===== config.mk =====
export PLATFORM = sky130hd
export DESIGN_NAME = vcve2_dmem_arbiter
export DESIGN_NICKNAME = d
export VERILOG_FILES = /design/src/rtl/vcve2_dmem_arbiter.sv
export SDC_FILE = /design/constraint.sdc
export NUM_CORES = 1
export LEC_CHECK = 0
export CAP_MARGIN = 20
export CORE_AREA = 4 4 123 125
export CTS_CLUSTER_SIZE = 28
export DETAILED_ROUTE_END_ITERATION = 16
export DIE_AREA = 0 0 127 129
export PLACE_DENSITY = 0.66
export SLEW_MARGIN = 25
export SYNTH_ARGS = -nofsm -noshare
export SYNTH_HDL_FRONTEND = slang
export SYNTH_SLANG_ARGS = --single-unit

===== constraint.sdc =====
create_clock -name clk_i -period 1.8 [get_ports clk_i]
set_input_delay 0.18 -clock clk_i [delete_from_list [all_inputs] [get_ports clk_i]]
set_output_delay 0.18 -clock clk_i [all_outputs]
set_load 0.01 [all_outputs]

===== src/rtl/vcve2_dmem_arbiter.sv =====
// Shares one OBI data-memory port between the scalar LSU (port 0) and the VRF (port 1).
// Latency: request/grant path is zero-latency combinational; responses are routed by an owner-ID FIFO.
// Backpressure: a stalled request is held on its owner until granted; issue stops while the owner FIFO is full.
module vcve2_dmem_arbiter #(
    parameter int unsigned MaxOutstanding = 2
) (
    input  logic        clk_i,
    input  logic        rst_ni,

    input  logic        lsu_req_i,
    input  logic        lsu_we_i,
    input  logic [3:0]  lsu_be_i,
    input  logic [31:0] lsu_addr_i,
    input  logic [31:0] lsu_wdata_i,
    output logic        lsu_gnt_o,
    output logic        lsu_rvalid_o,
    output logic        lsu_err_o,
    output logic [31:0] lsu_rdata_o,

    input  logic        vrf_req_i,
    input  logic        vrf_we_i,
    input  logic [3:0]  vrf_be_i,
    input  logic [31:0] vrf_addr_i,
    input  logic [31:0] vrf_wdata_i,
    output logic        vrf_gnt_o,
    output logic        vrf_rvalid_o,
    output logic        vrf_err_o,
    output logic [31:0] vrf_rdata_o,

    input  logic        vrf_lock_i,

    output logic        data_req_o,
    output logic        data_we_o,
    output logic [3:0]  data_be_o,
    output logic [31:0] data_addr_o,
    output logic [31:0] data_wdata_o,
    input  logic        data_gnt_i,
    input  logic        data_rvalid_i,
    input  logic        data_err_i,
    input  logic [31:0] data_rdata_i,

    output logic        busy_o,
    output logic        proto_err_o
);

    localparam int unsigned PtrW = (MaxOutstanding > 1) ? $clog2(MaxOutstanding) : 1;
    localparam int unsigned CntW = $clog2(MaxOutstanding + 1);

    localparam logic            PortLsu = 1'b0;
    localparam logic            PortVrf = 1'b1;
    localparam logic [CntW-1:0] CntMax  = CntW'(MaxOutstanding);
    localparam logic [PtrW-1:0] PtrLast = PtrW'(MaxOutstanding - 1);

    typedef enum logic {
        ARB_FREE = 1'b0,
        ARB_HOLD = 1'b1
    } arb_state_e;

    arb_state_e state_q, state_d;
    logic       owner_q, owner_d;
    logic       last_q, last_d;
    logic       proto_err_q, proto_err_d;

    logic [MaxOutstanding-1:0] mem_q, mem_d;
    logic [PtrW-1:0]           wr_ptr_q, wr_ptr_d;
    logic [PtrW-1:0]           rd_ptr_q, rd_ptr_d;
    logic [CntW-1:0]           cnt_q, cnt_d;

    logic sel;
    logic sel_req;
    logic fifo_full;
    logic fifo_empty;
    logic push;
    logic pop;
    logic head;

    // Pointers wrap modulo the FIFO depth, which need not be a power of two.
    function automatic logic [PtrW-1:0] ptr_inc(input logic [PtrW-1:0] p);
        return (p == PtrLast) ? '0 : p + PtrW'(1);
    endfunction

    assign fifo_full  = (cnt_q == CntMax);
    assign fifo_empty = (cnt_q == '0);
    assign head       = mem_q[rd_ptr_q];

    // Pick the port driving the memory request: a stalled request keeps its owner, lock forces VRF.
    always_comb begin
        sel = PortLsu;
        if (state_q == ARB_HOLD) begin
            sel = owner_q;
        end else if (vrf_lock_i) begin
            sel = PortVrf;
        end else if (lsu_req_i && vrf_req_i) begin
            sel = ~last_q;
        end else if (vrf_req_i) begin
            sel = PortVrf;
        end else begin
            sel = PortLsu;
        end
    end

    // Request mux and grant steering; no bypass when full, so a same-cycle pop does not free a slot.
    always_comb begin
        sel_req      = (sel == PortVrf) ? vrf_req_i : lsu_req_i;
        data_req_o   = sel_req & ~fifo_full;
        data_we_o    = 1'b0;
        data_be_o    = '0;
        data_addr_o  = '0;
        data_wdata_o = '0;
        if (data_req_o) begin
            if (sel == PortVrf) begin
                data_we_o    = vrf_we_i;
                data_be_o    = vrf_be_i;
                data_addr_o  = vrf_addr_i;
                data_wdata_o = vrf_wdata_i;
            end else begin
                data_we_o    = lsu_we_i;
                data_be_o    = lsu_be_i;
                data_addr_o  = lsu_addr_i;
                data_wdata_o = lsu_wdata_i;
            end
        end
        lsu_gnt_o = data_req_o & data_gnt_i & (sel == PortLsu);
        vrf_gnt_o = data_req_o & data_gnt_i & (sel == PortVrf);
    end

    assign push = data_req_o & data_gnt_i;
    assign pop  = data_rvalid_i & ~fifo_empty;

    // Route the response to the FIFO head; orphan responses are dropped and flagged instead.
    always_comb begin
        lsu_rvalid_o = pop & (head == PortLsu);
        vrf_rvalid_o = pop & (head == PortVrf);
        lsu_err_o    = lsu_rvalid_o & data_err_i;
        vrf_err_o    = vrf_rvalid_o & data_err_i;
        lsu_rdata_o  = pop ? data_rdata_i : '0;
        vrf_rdata_o  = pop ? data_rdata_i : '0;
    end

    assign busy_o      = ~fifo_empty;
    assign proto_err_o = proto_err_q;

    // Next-state: arbitration FSM, round-robin history, owner FIFO and sticky protocol error.
    always_comb begin
        state_d     = (data_req_o && !data_gnt_i) ? ARB_HOLD : ARB_FREE;
        owner_d     = (data_req_o && !data_gnt_i) ? sel : owner_q;
        last_d      = push ? sel : last_q;
        proto_err_d = proto_err_q | (data_rvalid_i & fifo_empty);

        mem_d    = mem_q;
        wr_ptr_d = wr_ptr_q;
        rd_ptr_d = rd_ptr_q;
        cnt_d    = cnt_q;
        if (push) begin
            mem_d[wr_ptr_q] = sel;
            wr_ptr_d        = ptr_inc(wr_ptr_q);
        end
        if (pop) begin
            rd_ptr_d = ptr_inc(rd_ptr_q);
        end
        case ({push, pop})
            2'b10:   cnt_d = cnt_q + CntW'(1);
            2'b01:   cnt_d = cnt_q - CntW'(1);
            default: cnt_d = cnt_q;
        endcase
    end

    // State registers; reset discards every outstanding owner ID and lets the LSU win the first tie.
    always_ff @(posedge clk_i) begin
        if (!rst_ni) begin
            state_q     <= ARB_FREE;
            owner_q     <= PortLsu;
            last_q      <= PortVrf;
            proto_err_q <= 1'b0;
            mem_q       <= '0;
            wr_ptr_q    <= '0;
            rd_ptr_q    <= '0;
            cnt_q       <= '0;
        end else begin
            state_q     <= state_d;
            owner_q     <= owner_d;
            last_q      <= last_d;
            proto_err_q <= proto_err_d;
            mem_q       <= mem_d;
            wr_ptr_q    <= wr_ptr_d;
            rd_ptr_q    <= rd_ptr_d;
            cnt_q       <= cnt_d;
        end
    end

endmodule


==> load_flow_metrics.sql <==
INSERT INTO impl_metrics (metric_group, metric, value, unit) VALUES
('status', 'run_status', 'finished, violations left', ''),
('status', 'violations', 'setup timing', ''),
('cells_and_area', 'regArea', '208', 'sq um'),
('placed_design', 'io_buffer_count', '319', ''),
('synthesis', 'synth-seq-cells', '10', ''),
('floorplanning', 'num_rows', '43', ''),
('global_route', 'first_global_vias', '3943', ''),
('run', 'drv_cap', '0', ''),
('global_route', 'grt_pass1_wl', '21300', 'microns'),
('timing', 'report.final.slew_viol_count', '0', ''),
('timing', 'achievable_clock_frequency', '508', 'MHz'),
('timing', 'fin_crit_sh', '109', '%'),
('route', 'drt-vias-per-instance', '4.43', ''),
('setup_path', 'path_max_fanout', '6', ''),
('timing', 'tightestPinTransition', '0.426', 'ns'),
('cts', 'cts-root-buf', 'sky130_fd_sc_hd__clkbuf_16', ''),
('setup_path', 'critPathLaunchType', 'flop', ''),
('floorplanning', 'start_util', '17.8', '%'),
('cts', 'cts_tree', 'done', ''),
('cells_and_area', 'diodes', '0', ''),
('placed_design', 'place_ws', '-0.621', 'ns'),
('timing', 'setup_violations', '73', ''),
('synthesis', 'synth_fp_nets', '548', ''),
('route', 'route.detailed.drc', '0', ''),
('route', 'num_vias', '3887', ''),
('floorplanning', 'io_pins', '320', ''),
('synthesis', 'syn-mean-instance-area', '6.71', 'sq um'),
('synthesis', 'synth_seq_area_share', '8.08', '%'),
('setup_path', 'setup.worst_path.class', 'reg -> out', ''),
('placed_design', 'globalplace.congestion', '0.958', ''),
('pwr', 'netSwitchingPower', '2020', 'uW'),
('setup_path', 'arrival', '1.79', 'ns'),
('timing', 'maxSlewHeadroom', '71.5', '%'),
('cts', 'clock_sink_count', '10', ''),
('pwr', 'sequentialPowerShare', '6.6', '%'),
('route', 'detail_route.wl_per_cell', '17.1', 'microns'),
('pwr', 'power.leakage', '0.00306', 'uW'),
('timing', 'finalWorstPathRequiredPeriod', '1.97', 'ns'),
('cells_and_area', 'final_net_count', '877', ''),
('route', 'first_pass_iters', '4', ''),
('synthesis', 'mappedNetlistArea', '0.00248', 'sq mm'),
('timing', 'finalHoldViolations', '0', ''),
('global_route', 'global_route.usage.met1', '18.6', '%'),
('global_route', 'initial_antenna_violation_count', '0', ''),
('cells_and_area', 'post_layout_nonfiller_instances', '877', ''),
('global_route', 'busiest_layer', 'met2', ''),
('cts', 'cts_max_path_buffers', '2', ''),
('pwr', 'combinationalPowerShare', '83.8', '%'),
('cells_and_area', 'multiInputGateArea', '0.00189', 'sq mm'),
('global_route', 'global_route.usage.met2', '30.2', '%'),
('cts', 'htree_levels', '1', ''),
('pwr', 'switching_share', '42.8', '%'),
('route', 'first_iteration_detailed_routing_drc_count', '96', ''),
('worst_hold_path', 'hold_path_class', 'reg -> reg', ''),
('pwr', 'post-layout-total-power', '4730', 'uW'),
('synthesis', 'post_synth_inst_count', '369', ''),
('synthesis', 'synth_top_cells_by_count', '143 x sky130_fd_sc_hd__nand2_1, 70 x sky130_fd_sc_hd__a21oi_2, 34 x sky130_fd_sc_hd__and3_1', ''),
('cts', 'worst_skew_pair.late_latency', '0.24', 'ns'),
('cells_and_area', 'layout_area_overhead', '150', '%'),
('cells_and_area', 'drive_above_1_share', '35.0', '%'),
('cts', 'clk_pin_slew_worst_paths', '0.04', 'ns'),
('cells_and_area', 'filler_cell_count', '1394', ''),
('global_route', 'globalRouteTotalUtil', '16.1', '%'),
('synthesis', 'synthFlopType', 'sky130_fd_sc_hd__dfxtp_1', ''),
('setup_path', 'endpoint_kind', 'output pin', ''),
('placed_design', 'dp.cells', '847', ''),
('cts', 'total_clock_buffers_created_by_cts', '3', ''),
('placed_design', 'hpwl_dp', '10800', 'microns'),
('timing', 'setup_ws', '-0.167', 'ns'),
('pwr', 'power.clock.fraction', '9.6', '%'),
('synthesis', 'yosys.cell_count.top_type', 'sky130_fd_sc_hd__nand2_1', '');
[path summary, 6_finish.rpt]
kind	endpoint	depth (start not counted)	slack, ns	start
worst min register to register	wr_ptr_q	2	0.50	wr_ptr_q
worst max register to register	cnt_q[1]	7	-0.11	state_q
worst min-delay path	wr_ptr_q	2	0.50	wr_ptr_q
worst max-delay path	data_wdata_o[24]	7	-0.17	state_q
[critical path, cell delays in order (launching register included)]
cell and delay [ns]:
sky130_fd_sc_hd__dfxtp_4 0.40, sky130_fd_sc_hd__mux2i_2 0.23, sky130_fd_sc_hd__a22oi_2 0.09, sky130_fd_sc_hd__or2_4 0.27, sky130_fd_sc_hd__buf_12 0.15, sky130_fd_sc_hd__buf_12 0.14
sky130_fd_sc_hd__a21oi_4 0.14, sky130_fd_sc_hd__buf_6 0.12
[layout make-up]
cell class,count,area share (%)
repair buffers,387,60.7
multi-input cells,292,30.5
well taps,180,3.63
flip-flops and latches,10,3.35
clock buffers,4,1.43
inverters,4,0.323
[power by group through the flow]
| stage | clock network (uW) | registers, uW | logic, uW |
|---|---|---|---|
| CTS | 459 | 313 | 3700 |
| floorplan | 0 | 318 | 1930 |
| global placement | 0 | 310 | 3650 |
| global route | 470 | 318 | 4240 |
| detailed placement | 0 | 313 | 3700 |
| finish | 455 | 312 | 3960 |
[placed cells by master, fill, tap and decap left out, types with 8 or more instances in the layout]
| cell type | count |
|---|---|
| sky130_fd_sc_hd__clkdlybuf4s50_1 | 175 |
| sky130_fd_sc_hd__nand2_1 | 132 |
| sky130_fd_sc_hd__dlygate4sd2_1 | 71 |
| sky130_fd_sc_hd__a21oi_2 | 62 |
| sky130_fd_sc_hd__buf_2 | 62 |
| sky130_fd_sc_hd__and3_1 | 34 |
| sky130_fd_sc_hd__buf_4 | 29 |
| sky130_fd_sc_hd__buf_6 | 18 |
| sky130_fd_sc_hd__buf_12 | 14 |
| sky130_fd_sc_hd__a21oi_4 | 8 |
[sequential cells by signal, summed over array words and instances, names as in the netlist]
name and flops:
cnt_q 2, last_q 1, mem_q 2, owner_q 1, proto_err_o 1, rd_ptr_q 1
state_q 1, wr_ptr_q 1
[metrics by stage]
stage	area [sq um]	hold slack (ns)	util, %
2_1_floorplan	2510	0.249	-
5_1_grt	6200	0.522	44.6
3_3_place_gp	5790	0.473	41.7
4_1_cts	5910	0.497	42.6
3_5_place_dp	5790	0.492	41.7
6_report	6200	0.498	44.6
[cells by family (layout without fill, tap and decap cells)]
family	Yosys count	after routing	synth area share, %
compound gates	88	88	30.5
xor+xnor	3	3	1.06
fa+ha+maj	1	1	0.505
buf+inv	67	395	22.9
flops	10	10	8.08
mux	3	3	1.21
simple gates	197	197	35.8
[timing repair]
item | CTS | global route
setup endpoints to repair | 142 | 92
endpoints found under the hold margin | 0 | 0
pin swaps | 10 | 20
gates cloned | 8 | 5
resized for setup | 398 | 44
setup buffers | 11 | 5
[metal layers]
layer,part of all wire (%),vias up
met1,38,1800
met3,8.0,26
met4,1.7,0
li1,-,1856
met5,0,-
met2,53,205
Power figures use the tool's default switching activity.
